`config.mk`:
```
export PLATFORM = sky130hd
export DESIGN_NAME = riscv_lsu_ctrl
export DESIGN_NICKNAME = d
export VERILOG_FILES = /design/src/rtl/riscv_pkg.sv /design/src/rtl/lsu_data_align.sv /design/src/rtl/riscv_lsu_ctrl.sv
export SDC_FILE = /design/constraint.sdc
export NUM_CORES = 1
export LEC_CHECK = 0
export CORE_ASPECT_RATIO = 0.5
export CORE_MARGIN = 2
export CORE_UTILIZATION = 47
export DETAILED_ROUTE_END_ITERATION = 6
export GPL_TIMING_DRIVEN = 0
export PLACE_DENSITY_LB_ADDON = 0.1
export SETUP_SLACK_MARGIN = 0.15
export SYNTH_ARGS = -nofsm -noshare
export SYNTH_HDL_FRONTEND = slang
export SYNTH_SLANG_ARGS = --single-unit
```
`constraint.sdc`:
```
create_clock -name clk_i -period 2 [get_ports clk_i]
set_input_delay 0.3 -clock clk_i [delete_from_list [all_inputs] [get_ports clk_i]]
set_output_delay 0.3 -clock clk_i [all_outputs]
set_load 0.005 [all_outputs]
```
`src/rtl/riscv_pkg.sv`:
```
// Shared RISC-V core definitions: load/store size encodings and LSU types.
package riscv_pkg;

  localparam int unsigned XLEN = 32;
  localparam int unsigned BE_W = XLEN / 8;

  localparam logic [2:0] LDST_B  = 3'b000;
  localparam logic [2:0] LDST_H  = 3'b001;
  localparam logic [2:0] LDST_W  = 3'b010;
  localparam logic [2:0] LDST_BU = 3'b100;
  localparam logic [2:0] LDST_HU = 3'b101;

  typedef enum logic [1:0] {
    LSU_IDLE = 2'b00,
    LSU_BUSY = 2'b01,
    LSU_RESP = 2'b10
  } lsu_state_t;

  localparam logic [1:0] LSU_ERR_NONE     = 2'b00;
  localparam logic [1:0] LSU_ERR_MISALIGN = 2'b01;
  localparam logic [1:0] LSU_ERR_TIMEOUT  = 2'b10;
  localparam logic [1:0] LSU_ERR_SIZE     = 2'b11;

  // Access fields captured when a request is accepted.
  typedef struct packed {
    logic            we;
    logic [2:0]      size;
    logic [XLEN-1:0] addr;
    logic [BE_W-1:0] be;
    logic [XLEN-1:0] wd;
  } lsu_req_t;

  // Stores only have B/H/W; loads additionally have BU/HU.
  function automatic logic lsu_size_illegal(input logic we, input logic [2:0] size);
    if (we) begin
      return !(size == LDST_B || size == LDST_H || size == LDST_W);
    end
    return (size == 3'b011 || size == 3'b110 || size == 3'b111);
  endfunction

  function automatic logic lsu_misaligned(input logic [2:0] size, input logic [1:0] off);
    case (size)
      LDST_H, LDST_HU: return off[0];
      LDST_W:          return (off != 2'b00);
      default:         return 1'b0;
    endcase
  endfunction

endpackage

```
`src/rtl/lsu_data_align.sv`:
```
// Byte-lane steering: store byte enables/replication and load extension.
module lsu_data_align
  import riscv_pkg::*;
(
  input  logic [2:0]      st_size_i,
  input  logic [1:0]      st_off_i,
  input  logic [XLEN-1:0] st_wd_i,
  output logic [BE_W-1:0] st_be_o,
  output logic [XLEN-1:0] st_wd_o,
  input  logic [2:0]      ld_size_i,
  input  logic [1:0]      ld_off_i,
  input  logic [XLEN-1:0] ld_rd_i,
  output logic [XLEN-1:0] ld_data_o
);

  logic [7:0]  ld_byte;
  logic [15:0] ld_half;

  always_comb begin
    st_be_o = 4'b1111;
    st_wd_o = st_wd_i;
    case (st_size_i)
      LDST_B, LDST_BU: begin
        st_be_o = 4'b0001 << st_off_i;
        st_wd_o = {4{st_wd_i[7:0]}};
      end
      LDST_H, LDST_HU: begin
        st_be_o = 4'b0011 << {st_off_i[1], 1'b0};
        st_wd_o = {2{st_wd_i[15:0]}};
      end
      default: ;
    endcase
  end

  assign ld_byte = ld_rd_i[{ld_off_i, 3'b000} +: 8];
  assign ld_half = ld_rd_i[{ld_off_i[1], 4'b0000} +: 16];

  always_comb begin
    ld_data_o = ld_rd_i;
    case (ld_size_i)
      LDST_B:  ld_data_o = {{24{ld_byte[7]}}, ld_byte};
      LDST_BU: ld_data_o = {24'h000000, ld_byte};
      LDST_H:  ld_data_o = {{16{ld_half[15]}}, ld_half};
      LDST_HU: ld_data_o = {16'h0000, ld_half};
      default: ;
    endcase
  end

endmodule

```
`src/rtl/riscv_lsu_ctrl.sv`:
```
// Load/store controller: stalls the core around one memory transaction and
// reports misaligned, illegal-size and timed-out accesses.
module riscv_lsu_ctrl
  import riscv_pkg::*;
#(
  parameter int unsigned TIMEOUT_CYCLES = 255
) (
  input  logic            clk_i,
  input  logic            rst_ni,
  input  logic            core_req_i,
  input  logic            core_we_i,
  input  logic [2:0]      core_size_i,
  input  logic [XLEN-1:0] core_addr_i,
  input  logic [XLEN-1:0] core_wd_i,
  output logic [XLEN-1:0] core_rd_o,
  output logic            core_stall_o,
  output logic            err_o,
  output logic [1:0]      err_cause_o,
  output logic            mem_req_o,
  output logic            mem_we_o,
  output logic [BE_W-1:0] mem_be_o,
  output logic [XLEN-1:0] mem_addr_o,
  output logic [XLEN-1:0] mem_wd_o,
  input  logic [XLEN-1:0] mem_rd_i,
  input  logic            mem_ready_i
);

  localparam int unsigned CNT_W = 16;
  localparam logic [CNT_W-1:0] CNT_LAST = CNT_W'(TIMEOUT_CYCLES - 1);

  lsu_state_t      state_q, state_d;
  lsu_req_t        req_q, req_d;
  logic [CNT_W-1:0] cnt_q, cnt_d;
  logic [XLEN-1:0] rd_q, rd_d;
  logic [1:0]      cause_q, cause_d;

  logic [BE_W-1:0] st_be_c;
  logic [XLEN-1:0] st_wd_c;
  logic [XLEN-1:0] ld_data_c;
  logic            busy_c;
  logic            resp_c;

  lsu_data_align u_align (
    .st_size_i (core_size_i),
    .st_off_i  (core_addr_i[1:0]),
    .st_wd_i   (core_wd_i),
    .st_be_o   (st_be_c),
    .st_wd_o   (st_wd_c),
    .ld_size_i (req_q.size),
    .ld_off_i  (req_q.addr[1:0]),
    .ld_rd_i   (mem_rd_i),
    .ld_data_o (ld_data_c)
  );

  always_ff @(posedge clk_i or negedge rst_ni) begin
    if (!rst_ni) begin
      state_q <= LSU_IDLE;
      req_q   <= '0;
      cnt_q   <= '0;
      rd_q    <= '0;
      cause_q <= LSU_ERR_NONE;
    end else begin
      state_q <= state_d;
      req_q   <= req_d;
      cnt_q   <= cnt_d;
      rd_q    <= rd_d;
      cause_q <= cause_d;
    end
  end

  always_comb begin
    state_d = state_q;
    req_d   = req_q;
    cnt_d   = cnt_q;
    rd_d    = rd_q;
    cause_d = cause_q;
    case (state_q)
      LSU_IDLE: begin
        if (core_req_i) begin
          rd_d = '0;
          // Size check wins over alignment when both are wrong.
          if (lsu_size_illegal(core_we_i, core_size_i)) begin
            cause_d = LSU_ERR_SIZE;
            state_d = LSU_RESP;
          end else if (lsu_misaligned(core_size_i, core_addr_i[1:0])) begin
            cause_d = LSU_ERR_MISALIGN;
            state_d = LSU_RESP;
          end else begin
            req_d   = '{we: core_we_i, size: core_size_i, addr: core_addr_i,
                        be: st_be_c, wd: st_wd_c};
            cnt_d   = '0;
            cause_d = LSU_ERR_NONE;
            state_d = LSU_BUSY;
          end
        end
      end
      LSU_BUSY: begin
        if (mem_ready_i) begin
          if (!req_q.we) begin
            rd_d = ld_data_c;
          end
          state_d = LSU_RESP;
        end else if (cnt_q == CNT_LAST) begin
          cause_d = LSU_ERR_TIMEOUT;
          state_d = LSU_RESP;
        end else begin
          cnt_d = cnt_q + CNT_W'(1);
        end
      end
      LSU_RESP: state_d = LSU_IDLE;
      default:  state_d = LSU_IDLE;
    endcase
  end

  assign busy_c = (state_q == LSU_BUSY);
  assign resp_c = (state_q == LSU_RESP);

  assign mem_req_o   = busy_c;
  assign mem_we_o    = busy_c && req_q.we;
  assign mem_be_o    = busy_c ? req_q.be : '0;
  assign mem_addr_o  = {req_q.addr[XLEN-1:2], 2'b00};
  assign mem_wd_o    = req_q.wd;

  assign core_rd_o   = resp_c ? rd_q : '0;
  assign err_o       = resp_c && (cause_q != LSU_ERR_NONE);
  assign err_cause_o = resp_c ? cause_q : LSU_ERR_NONE;
  // Gated by reset so the core is released immediately while rst_ni is low.
  assign core_stall_o = rst_ni && core_req_i && !resp_c;

endmodule

```
After elaboration in Yosys (flattened, before gate mapping)
Cells that the tools add are included.
- input port bits: 104
- output and inout bits: 106
- register bits: 124
- reductions and logical operators: 23
- shift-type cells: 4
- muxes and demuxes: 38
- bitwise gates (word level): 2
- equal/unequal tests: 22
- add/subtract/negate cells: 1
- operators with widths (kind ; number):
    32-bit 2-to-1 mux ; 4
    32-bit one-hot mux with 2 select lines ; 2
    32-bit one-hot mux with 4 select lines ; 1
    16-bit 2-to-1 mux ; 5
    16-bit one-hot mux with 2 select lines ; 1
    32-bit by 6-bit indexed part select with 16-bit output ; 1
    32-bit by 6-bit indexed part select with 8-bit output ; 1
    3-bit == test (second input constant) ; 6
    2-bit 2-to-1 mux ; 9
    16-bit by 1-bit adder with 16-bit output (second input constant) ; 1
    16-bit by 8-bit == test with 1-bit output (second input constant) ; 1
    2-bit != test (second input constant) ; 7
    4-bit AND reduction ; 3
    1-bit 2-to-1 mux ; 11
    2-bit one-hot mux with 2 select lines ; 2
    4-bit one-hot mux with 2 select lines ; 1
    3-bit by 1-bit == test with 1-bit output (second input constant) ; 2
    3-bit by 2-bit == test with 1-bit output (second input constant) ; 2
    3-bit zero test ; 2
    6-bit AND reduction ; 1
    2-bit nonzero test ; 3
    1-bit logical AND ; 4
    1-bit logical OR ; 4
    4-bit 2-to-1 mux ; 1
    12 further kinds ; 15

Longest topological paths before layout
Gate-level depths: netlist (run 1).
- depth after elaboration: 15
- gate-level depth with buffers: 8

Cells and area by module
From an unflattened synthesis (run 1), not the netlist that was laid out.
- cells, all modules: 650
- area total of the unflattened synthesis: 6904.1 µm²
- by module, submodules not included (module ; area each (µm²) ; times used ; sequential area each (µm²) ; cells an instance):
    riscv_lsu_ctrl ; 5699.2 ; 1 ; 3103.0 ; 473
    lsu_data_align ; 1204.9 ; 1 ; 0.0 ; 177

Worst setup path after synthesis (run 1)
No wires, ideal clock.
- path type: input-to-reg
- start point: input core_size_i[0]
- end point: register cnt_q[8]
- arrival time: 1.708 ns
- required time: 1.921 ns
- setup slack: 0.214 ns
- path buffers: 2
- stages on the path: 7
- cell sequence: buf_4 > a221oi_2 > o21bai_4 > a2bb2oi_1 > buf_2 > or3_1 > a21oi_1
- word-level cells in the longest chain between the ends: 10
- elaborated cells between the ends (all ways): 24
- those cells by class: eq/ne: 8; mux: 8; reduce/logical: 8
- ends and longest elaborated chain (what ; line ; source):
    start, declared ; riscv_lsu_ctrl.sv:12 ; input logic [2:0] core_size_i,
    3-bit by 1-bit == test with 1-bit output or 3-bit zero test (tied branches) ; riscv_pkg.sv:36, riscv_pkg.sv:42 ;
    1-bit logical OR (2 in series) ; riscv_pkg.sv:36 ; return !(size == LDST_B || size == LDST_H || size == LDST_W);
    1-bit zero test ; riscv_pkg.sv:36 ;
    1-bit 2-to-1 mux ; riscv_pkg.sv:35 ; if (we) begin
    1-bit 2-to-1 mux ; riscv_pkg.sv:38 ; return (size == 3'b011 || size == 3'b110 || size == 3'b111);
    1-bit 2-to-1 mux ; riscv_lsu_ctrl.sv:79 ; if (core_req_i) begin
    1-bit 2-to-1 mux ; riscv_lsu_ctrl.sv:77 ; case (state_q)
    2-bit != test (no line) ; n/a ;
    6-bit AND reduction (no line) * ; n/a ;
    end signal, assigned ; riscv_lsu_ctrl.sv:65 ; cnt_q <= cnt_d;
    end, declared ; riscv_lsu_ctrl.sv:33 ; logic [CNT_W-1:0] cnt_q, cnt_d;
Every way passes the cells marked *; elsewhere a longest branch is shown, timed or not. The select of a mux whose other input is x is not followed.
A chain may end at the register's enable or synchronous reset.

Final worst setup path (run 1)
- start point: register state_q[1]
- end point: output err_o
- word-level cells in the longest chain between the ends: 2
- ends and longest elaborated chain (what ; line ; source):
    start, declared ; riscv_lsu_ctrl.sv:31 ; lsu_state_t state_q, state_d;
    start signal, assigned ; riscv_lsu_ctrl.sv:63 ; state_q <= state_d;
    2-bit == test ; riscv_lsu_ctrl.sv:116 ; assign resp_c = (state_q == LSU_RESP);
    1-bit logical AND ; riscv_lsu_ctrl.sv:125 ; assign err_o = resp_c && (cause_q != LSU_ERR_NONE);
    end, declared ; riscv_lsu_ctrl.sv:17 ; output logic err_o,
No other way between the ends.

==> results.json, run 1 <==
{
  "violations": "hold timing, setup timing",
  "final_common_cell": "nand2_1",
  "path_delay_family": "buffers and inverters",
  "synth_edf_count": 0,
  "final_area_um2": 10100,
  "slew_violations": 0,
  "hold_viol_final": 69,
  "max_cap_viol_count": 0,
  "core_area_um2": 13600,
  "cts-root-buf": "clkbuf_16",
  "drive_gt1_frac": 0.272,
  "grt_max_degree": 72,
  "crit_fanout": 7,
  "max_slew_margin": 0.541,
  "grt_pass1_wl_um": 31400,
  "synth_area_leaders": "dfrtp_1, nand2_1, buf_4",
  "numCtsBuffers": 17,
  "hp-class": "in -> async",
  "htree_num_levels": 4,
  "boundaryPins": 210,
  "yosysUniqueCellTypes": 53,
  "synth_top_area_frac": 0.473,
  "cts_tree": "done",
  "clock_skew_ns": 0.0125,
  "antenna_found_initial": 0,
  "ys_async_sr_fraction": 1.00,
  "cpPeakStageDelay_ns": 0.40,
  "critical_path_buf_inv_count": 5,
  "dominantRegCellSynth": "dfrtp_1",
  "drc_errors": 0,
  "path_cells": "clkbuf_8, inv_6, nor2_4, buf_12, buf_6, and2_4, or2_4, buf_6",
  "status": "finished, violations left",
  "holdWs_ns": -0.101,
  "rows": 30,
  "setup.worst_path.start_class": "flop",
  "avgRoutedWirePerCell_um": 16.9,
  "vdd_drop_max_mv": 0.557,
  "hpwl_um": 13800,
  "first_global_vias": 6049,
  "die_h_um": 87.6,
  "p_per_area_nw_per_um2": 1040,
  "final_cell_mix": "nand2_1, clkdlybuf4s50_1, dfrtp_1, buf_4, buf_6",
  "final_cells": 1198,
  "dp.cells": 1128,
  "vias": 6161,
  "max_freq_mhz": 476,
  "initial_core_util": 0.483,
  "cp_slowest_cell": "dfrtp_1",
  "antenna_left": 0,
  "min_period_ns": 2.10,
  "syn_area_um2": 6570,
  "crit_path_end_kind": "output port",
  "overflow": 0,
  "synth.avg_cell_area_um2": 9.02,
  "rsz0062_at_grt": "true",
  "setup_viol": 14,
  "gp_congestion": 0.837,
  "worstMarginPinSlew_ns": 0.689,
  "firstDrtPassIters": 5,
  "p_leak_nw": 4.84,
  "diodes": 0,
  "port_buffers": 206,
  "nets": 1099,
  "drt_wl_total_um": 20200,
  "vias_per_cell": 5.14,
  "area_growth_pct": 53.8,
  "ys_ff_latch": 124,
  "required_ns": 1.70,
  "path_clk_slew_ns": 0.06,
  "path_common_cell": "buf_6",
  "yosys_warnings": 0,
  "clock_sinks": 124,
  "drtIter0Drc": 385,
  "die_w_um": 171,
  "cts_buffer_depth": 2,
  "netlist_instances": 728,
  "die_area_um2": 15000,
  "synth_top_area_cell": "dfrtp_1",
  "track_usage": 0.271,
  "path_class": "reg -> out",
  "clock_latency_ns": 0.42,
  "p_total_w": 0.0105,
  "arrival_ns": 1.80,
  "timing.final.crit_share": 1.05,
  "yosysSeqAreaShare": 0.473,
  "place_area_um2": 8900,
  "fin_ws_ns": -0.102
}
-- worst paths after layout --
kind / startpoint / to / slack, ns / depth (start not counted)
min in group clk_i: core_addr_i[19] / mem_addr_o[19] / 0.41 / 3
worst min register to register: rd_q[3] / rd_q[3] / 0.46 / 2
worst min-delay path: rst_ni / rd_q[24] / -0.10 / 1
worst max register to register: state_q[0] / cnt_q[10] / 0.02 / 6
max in group asynchronous: rst_ni / mem_wd_o[3] / 1.37 / 2
worst max-delay path: state_q[1] / err_o / -0.10 / 8
-- layout make-up --
| cell class | instances | area (um^2) |
|---|---|---|
| fill | 1012 | 3490 |
| sequential | 124 | 3110 |
| multi-input combinational | 484 | 2910 |
| timing repair buffer | 245 | 2400 |
| buffer | 109 | 803 |
| clock buffer | 21 | 440 |
| tap | 192 | 240 |
| clock inverter | 11 | 145 |
| inverter | 12 | 50.0 |
-- state kept, by name, indices dropped and copies added, names as in the netlist --
register,flops
mem_wd_o,32
rd_q,32
mem_addr_o,30
cnt_q,16
req_q,10
cause_q,2
state_q,2
-- cells in the mapped netlist, drive strengths merged, types with 2 or more instances --
cell type / number
nor2: 33
xnor2: 5
a211oi: 4
nand4: 6
mux2: 8
inv: 12
o221ai: 8
nand2b: 17
o21ai: 41
a32o: 8
nand2: 198
a221o: 16
a21oi: 21
clkbuf: 31
dfrtp: 124
buf: 78
nor3: 2
a31oi: 11
mux2i: 24
a2bb2oi: 2
or3: 9
ha: 2
nor2b: 3
o21bai: 2
and2: 42
-- metal layers --
| layer | routed length [um] | GRT usage | up-vias |
|---|---|---|---|
| li1 | - | - | 2906 |
| met1 | 8810 | 0.352 | 2980 |
| met2 | 9480 | 0.445 | 244 |
| met3 | 1600 | 0.0845 | 31 |
| met4 | 326 | 0.0801 | 0 |
| met5 | 0 | 0 | - |
-- kinds of logic (layout without fill, tap and decap cells) --
kind of cell	Yosys count	after routing	synth area share
AND/OR/NAND/NOR	319	319	0.222
multiplexers	33	33	0.0537
adder cells (fa/ha/maj)	2	2	0.00381
AO/OA/AOI/OAI	122	122	0.132
other	1	2	0.000571
flip-flops	124	124	0.473
XOR/XNOR	6	6	0.00800
buffers and inverters	121	398	0.107
-- power by group --
| part | internal [W] | total (W) | switching, W |
|---|---|---|---|
| clock | 0.00196 | 0.00312 | 0.00116 |
| sequential | 0.00314 | 0.00353 | 0.000381 |
| combinational | 0.00232 | 0.00384 | 0.00153 |
-- stage by stage --
step / setup TNS [ns] / utilization / worst slack (ns)
after floorplan: 0 / - / 0.214
after global routing: -1.86 / 0.743 / -0.139
after global placement: -606.74 / 0.653 / -4.37
after CTS: -0.213 / 0.725 / -0.0690
final: -0.521 / 0.743 / -0.102
after detailed placement: -70.86 / 0.655 / -0.726
-- timing repair --
| action | in CTS | in global routing |
|---|---|---|
| setup buffers | 22 | 12 |
| cloned | 3 | 1 |
| pin swaps | 21 | 5 |
| endpoints found under the setup margin | 163 | 163 |
| gates resized for setup | 271 | 62 |
| hold endpoints to repair | 69 | 69 |
Note: power is estimated with default switching activity, not from simulation.
==> run 2: changes to the inputs <==
CORE_UTILIZATION = 45   (was 47)
==> results.json, run 2 (synthesized netlist as in run 1, its figures left out) <==
{
  "numCtsBuffers": 17,
  "r2r_end": "req_q[32]",
  "min_period_ns": 1.99,
  "diodes": 0,
  "p_total_w": 0.0110,
  "antenna_found_initial": 0,
  "firstDrtPassIters": 5,
  "path_cells": "clkbuf_8, inv_4, nor2_4, buf_6, buf_12, buf_8, and2_4, buf_6",
  "path_clk_slew_ns": 0.06,
  "p_sw_frac": 0.285,
  "top_usage_layer": "met2",
  "boundaryPins": 210,
  "crit_fanout": 5,
  "grt_max_degree": 93,
  "grtUsageMet1": 0.333,
  "core_area_um2": 14400,
  "hold_viol_final": 0,
  "vias_per_cell": 5.07,
  "required_ns": 1.70,
  "grt_pass1_wl_um": 31100,
  "htree_num_levels": 4,
  "power.share.clock": 0.327,
  "worstMarginPinSlew_ns": 0.674,
  "path_common_cell": "buf_6",
  "final_cell_mix": "nand2_1, clkdlybuf4s50_1, dfrtp_1, buf_4, buf_6",
  "r2r_cells": 6,
  "die_h_um": 89.4,
  "die_w_um": 175,
  "vdd_drop_max_mv": 0.636,
  "multi_input_area_um2": 3020,
  "combPwrFrac": 0.352,
  "max_slew_margin": 0.551,
  "cts_tree": "done",
  "path_class": "reg -> out",
  "setup_viol": 0,
  "hpwl_um": 13500,
  "grt_util_met3": 0.0799,
  "p_leak_nw": 4.89,
  "regToRegStartpoint": "state_q[0]",
  "gp_congestion": 0.826,
  "setup.worst_path.start_class": "flop",
  "nets": 1091,
  "nFillCells": 1057,
  "max_cap_viol_count": 0,
  "gr-usage-met2": 0.423,
  "reg2reg_setup_slack_ns": 0.20,
  "p_switching_w": 0.00314,
  "rows": 31,
  "hold-path-endpoint": "req_q[71]",
  "ff_latch_area_um2": 3110,
  "rsz0062_at_grt": "true",
  "initial_core_util": 0.457,
  "hp-class": "in -> reg",
  "drc_errors": 0,
  "final_common_cell": "nand2_1",
  "max_freq_mhz": 503,
  "hold_path_depth": 3,
  "utilization": 0.721,
  "cp_slowest_cell": "dfrtp_1",
  "first_global_vias": 5995,
  "clock_skew_ns": 0.0104,
  "slew_violations": 0,
  "die_area_um2": 15600,
  "cts-root-buf": "clkbuf_16",
  "status": "finished, final reports clean",
  "internal_power_w": 0.00785,
  "avgRoutedWirePerCell_um": 16.5,
  "drtIter0Drc": 359,
  "timing.final.crit_share": 0.994,
  "area_growth_pct": 57.5,
  "port_buffers": 206,
  "power_frac_seq": 0.321,
  "drt_wl_total_um": 19800,
  "cpPeakStageDelay_ns": 0.36,
  "clock_latency_ns": 0.42,
  "p_per_area_nw_per_um2": 1060,
  "clock_sinks": 124,
  "drive_gt1_frac": 0.293,
  "overflow": 0,
  "track_usage": 0.258,
  "min_from": "core_we_i",
  "arrival_ns": 1.69,
  "antenna_left": 0,
  "crit_path_end_kind": "output port",
  "cts_buffer_depth": 2,
  "vias": 6063
}
[run 2: changes by cell type in the layout (fill, tap and decap cells not counted), moves of 3 or more]
cell / before / now
clkbuf_8: 6 / 3
o21ai_0: 40 / 36
and2_1: 18 / 7
bufinv_16: 3 / 6
o21ai_2: 0 / 3
clkbuf_2: 15 / 11
clkinv_2: 3 / 0
buf_2: 21 / 9
buf_6: 43 / 51
and2_4: 24 / 35
[run 2: cell type report]
type / count / share of cell area
Sequential cell: 124 / 0.301
Tap cell: 198 / 0.0240
Timing Repair Buffer: 238 / 0.234
Buffer: 108 / 0.0784
Inverter: 12 / 0.00460
Clock inverter: 13 / 0.0230
Clock buffer: 19 / 0.0428
Multi-Input combinational cell: 484 / 0.292
[run 2: what timing repair did]
item / CTS / global route
buffers inserted: 19 / 6
setup endpoints to repair: 163 / 162
resized for setup: 287 / 103
pin swaps: 34 / 22
hold buffers: 2 / 0
cloned: 4 / 0
hold endpoints to repair: 32 / 0
[run 2: power groups by stage]
stage	sequential, W	clock (W)	combinational, W
2_1_floorplan	0.00343	0	0.00182
3_3_place_gp	0.00351	0	0.00335
3_5_place_dp	0.00353	0	0.00340
4_1_cts	0.00351	0.00363	0.00372
5_1_grt	0.00361	0.00375	0.00423
6_report	0.00353	0.00359	0.00387
[run 2: worst max-delay path: cells and delay by family (launching register included)]
| family | cells | cell delay [ns] |
|---|---|---|
| flip-flops | 1 | 0.36 |
| AND/OR/NAND/NOR | 2 | 0.28 |
| buffers and inverters | 6 | 0.65 |
[run 2: worst max-delay path by stage]
stage                         startpoint            end  depth (start not counted)
after floorplan           core_size_i[0]       cnt_q[8]                          7
after global placement            rst_ni   mem_wd_o[20]                          1
after detailed placement      state_q[1]  core_rd_o[18]                          6
after CTS                     state_q[1]  core_rd_o[15]                          8
after global routing          state_q[1]  core_rd_o[18]                          8
final                         state_q[1]  core_rd_o[17]                          8
[run 2: stage by stage]
stage                     TNS [ns]  worst slack (ns)  std cells  hold WS, ns  instance area, um^2
after floorplan                  0             0.214        729      0.00441                 6570
after global placement     -615.95             -4.44       1133        0.445                 8880
after detailed placement    -67.31            -0.676       1134        0.217                 8910
after CTS                  -0.0150          -0.00825       1191        0.400                10000
after global routing        -0.308           -0.0317       1196        0.241                10300
final                            0            0.0116       1196        0.247                10300
[run 2: per-layer routing]
| metal | part of all wire | vias up |
|---|---|---|
| met4 | 0.015 | 0 |
| met1 | 0.44 | 2902 |
| met3 | 0.084 | 28 |
| li1 | - | 2909 |
| met5 | 0 | - |
| met2 | 0.46 | 224 |
